**src/rtl/calc_pkg.sv**
```systemverilog
// Shared constants for the BCD calculator controller: key codes, ALU op codes
// and the controller state encoding.
package calc_pkg;

    localparam logic [3:0] KEY_ADD = 4'hA;
    localparam logic [3:0] KEY_SUB = 4'hB;
    localparam logic [3:0] KEY_EQ  = 4'hC;
    localparam logic [3:0] KEY_CLR = 4'hD;
    localparam logic [3:0] KEY_BS  = 4'hE;

    localparam logic [1:0] OP_ADD = 2'b01;
    localparam logic [1:0] OP_SUB = 2'b10;

    localparam logic [15:0] BCD_ZERO = 16'h0000;

    typedef enum logic [1:0] {
        ENTER_A  = 2'd0,
        ENTER_B  = 2'd1,
        WAIT_ALU = 2'd2,
        SHOW_RES = 2'd3
    } state_e;

    function automatic logic [1:0] key_to_op(input logic [3:0] key);
        return (key == KEY_SUB) ? OP_SUB : OP_ADD;
    endfunction

endpackage

```
**src/rtl/calc_ctrl_bcd_entry_reg.sv**
```systemverilog
// 4-digit BCD operand register with digit count; shifts digits in from the right.
// Backspace support is present only when CALC_BACKSPACE_EN is defined.
module bcd_entry_reg
    import calc_pkg::*;
(
    input  logic        clk,
    input  logic        rst_n,
    input  logic        clr_i,
    input  logic        load_i,
    input  logic [15:0] load_val_i,
    input  logic [2:0]  load_cnt_i,
    input  logic        shift_i,
    input  logic [3:0]  digit_i,
`ifdef CALC_BACKSPACE_EN
    input  logic        bs_i,
`endif
    output logic [15:0] val_o,
    output logic [2:0]  cnt_o
);

    logic [15:0] val_q, val_d;
    logic [2:0]  cnt_q, cnt_d;

    always_comb begin
        val_d = val_q;
        cnt_d = cnt_q;
        if (clr_i) begin
            val_d = BCD_ZERO;
            cnt_d = 3'd0;
        end else if (load_i) begin
            val_d = load_val_i;
            cnt_d = load_cnt_i;
        end else if (shift_i) begin
            // Leading zeros are swallowed; a full register ignores further digits.
            if (!(val_q == BCD_ZERO && digit_i == 4'd0) && cnt_q != 3'd4) begin
                val_d = {val_q[11:0], digit_i};
                cnt_d = cnt_q + 3'd1;
            end
        end
`ifdef CALC_BACKSPACE_EN
        else if (bs_i && cnt_q != 3'd0) begin
            val_d = {4'h0, val_q[15:4]};
            cnt_d = cnt_q - 3'd1;
        end
`endif
    end

    always_ff @(posedge clk or negedge rst_n) begin
        if (!rst_n) begin
            val_q <= BCD_ZERO;
            cnt_q <= 3'd0;
        end else begin
            val_q <= val_d;
            cnt_q <= cnt_d;
        end
    end

    assign val_o = val_q;
    assign cnt_o = cnt_q;

endmodule

```
**src/rtl/calc_ctrl.sv**
```systemverilog
// Keypad-to-ALU sequencer: builds BCD operands, runs the pipelined ALU, shows results.
// Optional backspace key enabled by defining CALC_BACKSPACE_EN.
module calc_ctrl
    import calc_pkg::*;
#(
    parameter int ALU_LAT = 2
) (
    input  logic        clk,
    input  logic        rst_n,
    input  logic        key_valid,
    input  logic [3:0]  key_code,
    output logic        key_ready,
    output logic [15:0] alu_num1,
    output logic [15:0] alu_num2,
    output logic [1:0]  alu_op,
    input  logic [15:0] alu_result,
    output logic [15:0] disp_bcd,
    output logic        busy
);

    localparam int WCW = $clog2(ALU_LAT + 2);

    state_e           state_q, state_d;
    logic [1:0]       op_q, op_d, pend_q, pend_d;
    logic             chain_q, chain_d;
    logic [15:0]      last_b_q, last_b_d;
    logic [WCW-1:0]   wait_q, wait_d;

    logic [15:0] a_val, b_val, a_load_val;
    logic [2:0]  a_cnt, b_cnt, a_load_cnt;
    logic        a_clr, a_load, a_shift, b_clr, b_load, b_shift, full_reset;
    logic        key_fire, is_digit, is_op;
`ifdef CALC_BACKSPACE_EN
    logic        a_bs, b_bs;
`endif

    assign key_fire = key_valid && key_ready;
    assign is_digit = key_code <= 4'd9;
    assign is_op    = (key_code == KEY_ADD) || (key_code == KEY_SUB);

    always_ff @(posedge clk or negedge rst_n) begin
        if (!rst_n) begin
            state_q  <= ENTER_A;
            op_q     <= OP_ADD;
            pend_q   <= OP_ADD;
            chain_q  <= 1'b0;
            last_b_q <= BCD_ZERO;
            wait_q   <= '0;
        end else begin
            state_q  <= state_d;
            op_q     <= op_d;
            pend_q   <= pend_d;
            chain_q  <= chain_d;
            last_b_q <= last_b_d;
            wait_q   <= wait_d;
        end
    end

    always_comb begin
        state_d    = state_q;
        op_d       = op_q;
        pend_d     = pend_q;
        chain_d    = chain_q;
        last_b_d   = last_b_q;
        wait_d     = wait_q;
        a_clr      = 1'b0;
        a_load     = 1'b0;
        a_load_val = BCD_ZERO;
        a_load_cnt = 3'd0;
        a_shift    = 1'b0;
        b_clr      = 1'b0;
        b_load     = 1'b0;
        b_shift    = 1'b0;
        full_reset = 1'b0;
`ifdef CALC_BACKSPACE_EN
        a_bs       = 1'b0;
        b_bs       = 1'b0;
`endif
        case (state_q)
            ENTER_A: if (key_fire) begin
                if (is_digit) a_shift = 1'b1;
                else if (is_op) begin
                    op_d    = key_to_op(key_code);
                    b_clr   = 1'b1;
                    state_d = ENTER_B;
                end else if (key_code == KEY_CLR) a_clr = 1'b1;
`ifdef CALC_BACKSPACE_EN
                else if (key_code == KEY_BS) a_bs = 1'b1;
`endif
            end
            ENTER_B: if (key_fire) begin
                if (is_digit) b_shift = 1'b1;
                else if (is_op && b_cnt == 3'd0) op_d = key_to_op(key_code);
                else if (is_op) begin
                    pend_d  = key_to_op(key_code);
                    chain_d = 1'b1;
                    wait_d  = WCW'(ALU_LAT);
                    state_d = WAIT_ALU;
                end else if (key_code == KEY_EQ) begin
                    chain_d = 1'b0;
                    wait_d  = WCW'(ALU_LAT);
                    state_d = WAIT_ALU;
                end else if (key_code == KEY_CLR) full_reset = 1'b1;
`ifdef CALC_BACKSPACE_EN
                else if (key_code == KEY_BS) b_bs = 1'b1;
`endif
            end
            WAIT_ALU: begin
                // Counter runs ALU_LAT..0, so the result is sampled after ALU_LAT+1 cycles.
                if (wait_q == '0) begin
                    a_load     = 1'b1;
                    a_load_val = alu_result;
                    a_load_cnt = 3'd4;
                    last_b_d   = b_val;
                    if (chain_q) begin
                        op_d    = pend_q;
                        b_clr   = 1'b1;
                        state_d = ENTER_B;
                    end else begin
                        state_d = SHOW_RES;
                    end
                end else begin
                    wait_d = wait_q - WCW'(1);
                end
            end
            SHOW_RES: if (key_fire) begin
                if (is_digit) begin
                    a_load     = 1'b1;
                    a_load_val = {12'h000, key_code};
                    a_load_cnt = (key_code != 4'd0) ? 3'd1 : 3'd0;
                    state_d    = ENTER_A;
                end else if (is_op) begin
                    op_d    = key_to_op(key_code);
                    b_clr   = 1'b1;
                    state_d = ENTER_B;
                end else if (key_code == KEY_EQ) begin
                    b_load  = 1'b1;
                    wait_d  = WCW'(ALU_LAT);
                    state_d = WAIT_ALU;
                end else if (key_code == KEY_CLR) full_reset = 1'b1;
            end
            default: state_d = ENTER_A;
        endcase
        if (full_reset) begin
            state_d  = ENTER_A;
            op_d     = OP_ADD;
            pend_d   = OP_ADD;
            chain_d  = 1'b0;
            last_b_d = BCD_ZERO;
            wait_d   = '0;
            a_clr    = 1'b1;
            b_clr    = 1'b1;
        end
    end

    bcd_entry_reg u_reg_a (
        .clk        (clk),
        .rst_n      (rst_n),
        .clr_i      (a_clr),
        .load_i     (a_load),
        .load_val_i (a_load_val),
        .load_cnt_i (a_load_cnt),
        .shift_i    (a_shift),
        .digit_i    (key_code),
`ifdef CALC_BACKSPACE_EN
        .bs_i       (a_bs),
`endif
        .val_o      (a_val),
        .cnt_o      (a_cnt)
    );

    bcd_entry_reg u_reg_b (
        .clk        (clk),
        .rst_n      (rst_n),
        .clr_i      (b_clr),
        .load_i     (b_load),
        .load_val_i (last_b_q),
        .load_cnt_i (b_cnt),
        .shift_i    (b_shift),
        .digit_i    (key_code),
`ifdef CALC_BACKSPACE_EN
        .bs_i       (b_bs),
`endif
        .val_o      (b_val),
        .cnt_o      (b_cnt)
    );

    always_comb begin
        busy      = (state_q == WAIT_ALU);
        key_ready = (state_q != WAIT_ALU);
        disp_bcd  = (state_q == ENTER_B && b_cnt != 3'd0) ? b_val : a_val;
    end

    assign alu_num1 = a_val;
    assign alu_num2 = b_val;
    assign alu_op   = op_q;

    logic unused_cnt;
    assign unused_cnt = ^a_cnt;

endmodule

```
**config.mk**
```make
export PLATFORM = sky130hd
export DESIGN_NAME = calc_ctrl
export DESIGN_NICKNAME = d
export VERILOG_FILES = /design/src/rtl/calc_pkg.sv /design/src/rtl/calc_ctrl_bcd_entry_reg.sv /design/src/rtl/calc_ctrl.sv
export SDC_FILE = /design/constraint.sdc
export NUM_CORES = 1
export LEC_CHECK = 0
export CORE_MARGIN = 3
export CORE_UTILIZATION = 39
export DETAILED_ROUTE_END_ITERATION = 6
export GPL_TIMING_DRIVEN = 0
export PLACE_DENSITY = 0.73
export SLEW_MARGIN = 15
export SYNTH_ARGS = -nofsm -noshare
export SYNTH_HDL_FRONTEND = slang
export SYNTH_SLANG_ARGS = --single-unit
```
**constraint.sdc**
```tcl
create_clock -name clk -period 4.1 [get_ports clk]
set_input_delay 0.615 -clock clk [delete_from_list [all_inputs] [get_ports clk]]
set_output_delay 0.615 -clock clk [all_outputs]
set_load 0.005 [all_outputs]
```
==> results of run 1 <==
layer usage:
layer  GRT usage  part of all wire  up-vias
met5           0                 0        -
li1            -                 -     1672
met3     0.06209             0.074       19
met1      0.2887              0.43     1816
met2      0.3348              0.47      146
met4     0.06041             0.017        0
area by class of cell:
cell class | count | area (um2) | area share
tap | 133 | 166.4 | 0.03206
multi-input combinational | 314 | 2231 | 0.4297
clock buffer | 9 | 123.9 | 0.02386
sequential | 63 | 1579 | 0.3042
inverter | 13 | 48.80 | 0.009400
buffer | 31 | 196.4 | 0.03784
timing repair buffer | 73 | 745.7 | 0.1436
clock inverter | 7 | 100.1 | 0.01928
critical path, cell delays in order (launching register included):
cell and delay, ns:
dfrtp_1 0.47, inv_1 0.12, ha_1 0.22, clkbuf_1 0.29, nand2_1 0.19, clkbuf_1 0.50
mux2_2 0.40, clkdlybuf4s50_1 0.48
cells by family (layout without fill, tap and decap cells):
group                    after synthesis  after routing  share of synthesized area
flip-flops                            63             63                     0.3894
multiplexers                          66             66                     0.1836
XOR/XNOR                               2              2                   0.004320
buffers and inverters                 44            133                    0.06048
AND/OR/NAND/NOR                      162            162                     0.1987
adder cells (fa/ha/maj)               10             10                    0.03085
AO/OA/AOI/OAI                         74             74                     0.1327
cells in the final DEF (no fill, tap or decap), drive strengths merged, types with 3 or more instances in the layout:
cell type / instances
a21o: 4
a21oi: 15
a22oi: 3
a31oi: 17
and2: 6
and3: 13
buf: 20
clkbuf: 22
clkdlybuf4s50: 71
dfrtp: 61
ha: 10
inv: 17
mux2: 37
mux2i: 29
nand2: 70
nand2b: 4
nand3: 23
nor2: 23
nor2b: 4
nor4: 9
o211ai: 4
o21a: 3
o21ai: 10
o31ai: 3
synth_stat cells (4+ instances only):
cell	instances
mux2_4	10
a21o_1	4
o211ai_1	4
and2_1	6
dfrtp_1	61
buf_2	8
clkbuf_1	13
mux2_2	27
nand3_1	22
nand2_1	69
a21oi_1	15
nor2_1	22
mux2i_1	29
and3_1	13
buf_4	4
nor4_1	8
nand2b_1	4
ha_1	10
o21ai_0	9
a31oi_1	17
inv_1	13
through the flow:
stage               power [uW]  instances  utilization
floorplan                 2253        421            -
global placement          3107        626       0.4965
detailed placement        3164        627       0.4990
CTS                       3804        643       0.5215
global route              4063        643       0.5215
finish                    3794        643       0.5215
report_power, final:
group | switching (uW) | internal, uW | total, uW | leakage [uW]
clock | 283 | 350 | 633 | 0.000115
combinational | 810 | 1100 | 1910 | 0.00147
sequential | 350 | 899 | 1250 | 0.000808
registers in the layout (all words and copies together) (netlist names):
register,count
state_q,2
u_reg_b.cnt_o,3
u_reg_b.val_o,16
u_reg_a.val_o,16
last_b_q,16
u_reg_a.cnt_o,3
pend_q,2
alu_op,2
chain_q,1
wait_q,2
how the worst min path moves through the flow:
stage / from / end
finish: rst_n / u_reg_b.val_o[10]$_DFFE_PN0P_
global route: rst_n / u_reg_b.val_o[14]$_DFFE_PN0P_
global placement: last_b_q[2]$_DFFE_PN0P_ / last_b_q[2]$_DFFE_PN0P_
CTS: rst_n / u_reg_b.val_o[10]$_DFFE_PN0P_
detailed placement: last_b_q[2]$_DFFE_PN0P_ / last_b_q[2]$_DFFE_PN0P_
floorplan: rst_n / alu_op[1]$_DFFE_PN0P_
==> key figures, run 1 <==
Status
  – Status: finished, final reports clean

CTS
  – Clk slew on worst S/H paths: ~0.080 ns
  – Root Driver: clkbuf_8
  – Latest clock arrival within the worst-skew pair: between 0.3 and 0.4 ns
  – Hold_buf cts: 0
  – H-tree depth: 3
  – Clock Tree Buf Depth: 2
  – Clock sinks: 63
  – TritonCTS Buffers: 9
  – CTS tree: done
  – Post-CTS Setup Bufs: 0
  – # resized after CTS: 0

STA
  – Period utilisation layout: 0.8876
  – Worst Skew: ~0.015 ns
  – Final setup TNS: 0 ns
  – Final Max Tran Viols: 0
  – Worst-margin pin slew: approximately 0.64 ns
  – Final min period: about 3.6 ns
  – Final Hold Vio Count: 0
  – Max-slew headroom: 0.5762
  – Final worst slack: ~0.46 ns
  – Final hold slack: between 0.09 and 0.1 ns
  – Final count of negative-setup-slack endpoints: 0
  – Setup repair after global routing missed its margin: false
  – Peak Freq: ~270 MHz

Die
  – I/O Pins: 75
  – Starting density of the core: 0.4074
  – Die X: 108.0 um
  – DIE HEIGHT: 108.0 um
  – CORE AREA: approximately 10000 um2
  – Die area: about 12000 um2
  – Num rows: 36

GRT
  – Largest net degree at the start of global routing: between 50 and 60
  – Total grt overflow: 0
  – First-pass GRT wire length: 19220 um
  – Vias in the first global route: around 3600
  – GRT Overall Usage: 0.2136
  – Number of antenna violations at the first check in global routing: 0

Synth
  – Synth Cell Area: 4055 um2
  – Synth Flop Type: dfrtp_1
  – Yosys Warn Count: 0
  – Top post-synthesis cells by area: dfrtp_1, mux2_2, mux2i_1, nand2_1, mux2_4
  – Post-synth cell types: 60
  – Synth Instances: around 420
  – EDFF count, synth: 0
  – Syn Nets: between 400 and 500
  – Post-synth top area share: 0.3764
  – Post-synth top area cell: dfrtp_1
  – Syn_area_per_cell: approximately 9.6 um2
  – Number of register bits inferred by synthesis: 63
  – Sequential fraction of the synthesis area: 0.3894
  – Async set-or-reset flop fraction in the synthesized netlist: 1.000

Drt
  – DR vias: 3653
  – DRC Markers: 0
  – Post-route ant nets: 0
  – DRT iter0 DRCs: 234
  – Via density: between 5 and 6
  – Avg WL per Cell: ~19 um
  – Detailed Route WL: between 10000 and 15000 um
  – DRT Pass-1 Iters: 5

Critical path
  – Worst Setup Path Type: flip-flop to output port
  – Critical Path End: disp_bcd[7]
  – R2R Path End: last_b_q[5]$_DFFE_PN0P_
  – Crit Path Max Fanout: 10
  – Worst EP required: between 3 and 4 ns
  – Worst path arrival time: just over 3 ns
  – Reg2reg setup slack: roughly 1.4 ns
  – Critical Path Source: state_q[1]$_DFFE_PN0P_
  – Critical path capture point type: output port
  – Worst r2r path cells: 9
  – Worst r2r src: state_q[0]$_DFFE_PN0P_
  – Critical Path Start Type: flip-flop

Place
  – Placement Setup Slack: just under 0.9 ns
  – Post-DP Area: between 4000 and 5000 um2
  – Placer Congestion: ~0.9
  – IO Port Bufs: 72
  – DP HPWL: slightly below 9000 um

Pwr
  – Max VDD drop: 0.2920 mV
  – Leak: between 0.002 and 0.0025 uW
  – Pwr dens: between 700 and 800 nW/um2

Cells and area
  – Diodes inserted: 0
  – Post-route cell area: 5191 um2
  – Layout cells sized above 1: 0.1784
  – Nets@finish: 538
  – Layout fillers: ~910
  – P&R area growth vs syn: 28.02%

Flow run
  – Maxcap violations: 0

Worst hold path
  – Worst hold path type: input port to async pin
(Power assumes the default switching activity.)
==> run 2, diff against run 1 <==
==> constraint.sdc (replaced) <==
create_clock -name clk -period 3.9 [get_ports clk]
set_input_delay 0.585 -clock clk [delete_from_list [all_inputs] [get_ports clk]]
set_output_delay 0.585 -clock clk [all_outputs]
set_load 0.005 [all_outputs]
==> results of run 2 <==
Same layout as run 1 (identical final DEF). Status: finished, final reports clean.
Main changes from that run: setup slack after placement 0.8814 ns -> 0.7114 ns; setup slack after layout 0.4610 ns -> 0.2910 ns; hold slack 0.09735 ns -> 0.06735 ns; register-to-register setup slack 1.35 ns -> 1.15 ns; total power 3794 uW -> 3989 uW; worst IR drop on VDD 0.2920 mV -> 0.3070 mV
==> run 3, diff against run 2 <==
--- a/config.mk
+++ b/config.mk
@@ -5,11 +5,13 @@
 export SDC_FILE = /design/constraint.sdc
 export NUM_CORES = 1
 export LEC_CHECK = 0
+export ABC_AREA = 1
+export CORE_ASPECT_RATIO = 1.4
 export CORE_MARGIN = 3
-export CORE_UTILIZATION = 39
+export CORE_UTILIZATION = 45
 export DETAILED_ROUTE_END_ITERATION = 6
 export GPL_TIMING_DRIVEN = 0
-export PLACE_DENSITY = 0.73
+export PLACE_DENSITY = 0.81
 export SLEW_MARGIN = 15
 export SYNTH_ARGS = -nofsm -noshare
 export SYNTH_HDL_FRONTEND = slang
==> run 3 against run 2 <==
Via count is 22% higher. Hold slack better by 0.036 ns. Total power is 12% higher. Final cell count is 23% higher. First-iteration DRC count is 65% higher. Sequential power hardly changed. Clock-buffer cell count is 2 higher.
==> key figures, run 3 <==
Status
  – Status: finished, final reports clean

STA
  – Final Hold Vio Count: 0
  – Worst Skew: 0.005174 ns
  – Final Max Tran Viols: 0
  – Final setup TNS: 0 ns
  – Period utilisation layout: 0.9172
  – Worst-margin pin slew: ~0.5 ns
  – Final count of negative-setup-slack endpoints: 0
  – Max-slew headroom: 0.6639
  – Setup repair after global routing missed its margin: false
  – Final min period: between 3 and 4 ns
  – Final hold slack: 0.1034 ns
  – Peak Freq: around 280 MHz

Synth
  – Post-synth top cells: nand2_1, dfrtp_1, nand3_1
  – Most numerous cell in the Yosys netlist: nand2_1
  – Post-synth top area cell: dfrtp_1
  – Synth Cell Area: 4019 um2
  – Yosys Warn Count: 0
  – Sequential fraction of the synthesis area: 0.3929
  – Syn_area_per_cell: between 6 and 7 um2
  – Post-synth cell types: 33
  – EDFF count, synth: 0
  – Synth Instances: ~590
  – Top post-synthesis cells by area: dfrtp_1, nand2_1, nand3_1, o21ai_0, nor2_1
  – Number of register bits inferred by synthesis: 63
  – Syn Nets: around 630
  – Synth Flop Type: dfrtp_1
  – Post-synth top area share: 0.3798
  – Async set-or-reset flop fraction in the synthesized netlist: 1.000

Drt
  – Via density: 5.627
  – Detailed Route WL: 12960 um
  – DRT Pass-1 Iters: 5
  – DRT iter0 DRCs: just under 400
  – DR vias: between 4000 and 5000
  – DRC Markers: 0
  – Post-route ant nets: 0
  – Avg WL per Cell: 16.43 um

Cells and area
  – Nets@finish: ~710
  – Finished Core Util: 0.6039
  – Layout cells sized above 1: 0.07749
  – Diodes inserted: 0
  – Most common cell after layout, fill and taps aside: nand2_1
  – P&R area growth vs syn: 30.11%
  – Most frequent cells in the layout: nand2_1, clkdlybuf4s50_1, dfrtp_1
  – Non-filler cells, final: between 700 and 800

CTS
  – Latest clock arrival within the worst-skew pair: 0.33 ns
  – Clock sinks: 63
  – Root Driver: clkbuf_16
  – # resized after CTS: 0
  – Hold_buf cts: 0
  – Clock Tree Buf Depth: 2
  – Post-CTS Setup Bufs: 0
  – TritonCTS Buffers: 9
  – CTS tree: done
  – Clk slew on worst S/H paths: 0.05 ns
  – H-tree depth: 3

Pwr
  – Sw Ratio: 0.4197
  – NetSw: about 1900 uW
  – Logic pwr share: 0.516
  – Max VDD drop: ~0.45 mV
  – Flop pwr share: 0.292
  – Pwr dens: roughly 850 nW/um2
  – Clock share of power: 0.193
  – Leak: approximately 0.0027 uW
  – P_int: about 2600 uW

Critical path
  – Worst r2r path cells: 11
  – Crit Path Max Fanout: 10
  – Reg2reg setup slack: ~1.5 ns
  – Critical path's top delay family: buffers and inverters
  – R2R Path End: u_reg_b.val_o[5]$_DFFE_PN0P_
  – CP most frequent cell: inv_1
  – Worst path arrival time: between 2 and 3 ns
  – Worst Setup Path Type: flip-flop to output port
  – Worst Path Buf+Inv: 5
  – Slowest cell on crit path: clkdlybuf4s50_1
  – Worst r2r src: state_q[0]$_DFFE_PN0P_
  – Critical Path Start Type: flip-flop
  – Crit-path cells: inv_1, ha_1, inv_1, a21oi_1, inv_1, clkbuf_1, o21ai_0, clkdlybuf4s50_1
  – Worst EP required: around 3.3 ns
  – CP peak stage delay: 0.56 ns
  – Critical path capture point type: output port

GRT
  – Vias in the first global route: between 4000 and 5000
  – Largest net degree at the start of global routing: 51
  – GRT Overall Usage: 0.2602
  – Total grt overflow: 0
  – First-pass GRT wire length: roughly 21000 um
  – Number of antenna violations at the first check in global routing: 0

Place
  – DP HPWL: ~9500 um
  – Placed cells: around 770
  – IO Port Bufs: 74
  – Placer Congestion: approximately 0.95

Die
  – Die area: 10120 um2
  – Starting density of the core: 0.4642
  – DIE HEIGHT: around 120 um
  – Num rows: 40
  – I/O Pins: 75
  – CORE AREA: roughly 8700 um2
  – Die X: 85.87 um

Worst hold path
  – Worst hold path type: input port to async pin

Flow run
  – Maxcap violations: 0
run 3: cell types whose count changed after synthesis, sizes merged, moves of 6 or more:
cell | previous run | this run
nand2 | 70 | 232
o21ai | 10 | 52
mux2 | 37 | 0
nand3 | 23 | 59
inv | 13 | 46
mux2i | 29 | 0
nor2 | 23 | 50
nand4 | 0 | 18
a31oi | 17 | 1
and3 | 13 | 2
nor4 | 9 | 0
a21oi | 15 | 23
and2 | 6 | 0
run 3: how the worst max path moves through the flow:
stage	from	to	slack [ns]	cells past startpoint
final	state_q[1]$_DFFE_PN0P_	disp_bcd[3]	0.32	8
after global routing	state_q[1]$_DFFE_PN0P_	disp_bcd[4]	0.1	8
after CTS	state_q[1]$_DFFE_PN0P_	disp_bcd[3]	0.33	8
after detailed placement	state_q[1]$_DFFE_PN0P_	disp_bcd[3]	0.72	8
after global placement	rst_n	u_reg_b.val_o[7]$_DFFE_PN0P_	0.18	1
after floorplan	state_q[1]$_DFFE_PN0P_	disp_bcd[3]	1.79	7
run 3: cells by family after synthesis:
| logic type | Yosys count | synth area share |
|---|---|---|
| and+or+nand+nor | 365 | 0.3832 |
| AOI/OAI and AO/OA | 78 | 0.1018 |
| buffers and inverters | 76 | 0.08654 |
| DFF | 63 | 0.3929 |
| xor gates and xnor gates | 2 | 0.004359 |
| adders and majority gates | 10 | 0.03113 |
run 3: final cells by class:
cell class                      instances  area, um2
Timing Repair Buffer                   75      765.7
Clock buffer                           11      242.7
Fill cell                             798       3430
Multi-Input combinational cell        455       2092
Sequential cell                        63       1579
Buffer                                 28      166.4
Inverter                               48      181.4
Tap cell                              105      131.4
Clock inverter                          4      70.07
run 3: through the flow:
stage	instance area, um2	setup slack (ns)	total power [uW]
CTS	5229	0.3255	4445
floorplan	4019	1.789	2510
detailed placement	4916	0.7163	3556
finish	5229	0.3229	4457
global route	5229	0.09894	4779
global placement	4891	0.1811	3497
run 3: power groups by stage:
stage	logic [uW]	clock network, uW	registers, uW
4_1_cts	2290	864	1290
2_1_floorplan	1320	0	1190
6_report	2300	858	1300
3_5_place_dp	2270	0	1290
5_1_grt	2560	887	1330
3_3_place_gp	2210	0	1280
run 3: layer usage:
metal  global-route usage  wire length (um)  vias to the layer above
met5                    0                 0                        -
met1               0.3247              5179                     2097
met4               0.1307               505                        0
li1                     -                 -                     2086
met2               0.4247              6487                      210
met3              0.04622               788                       47
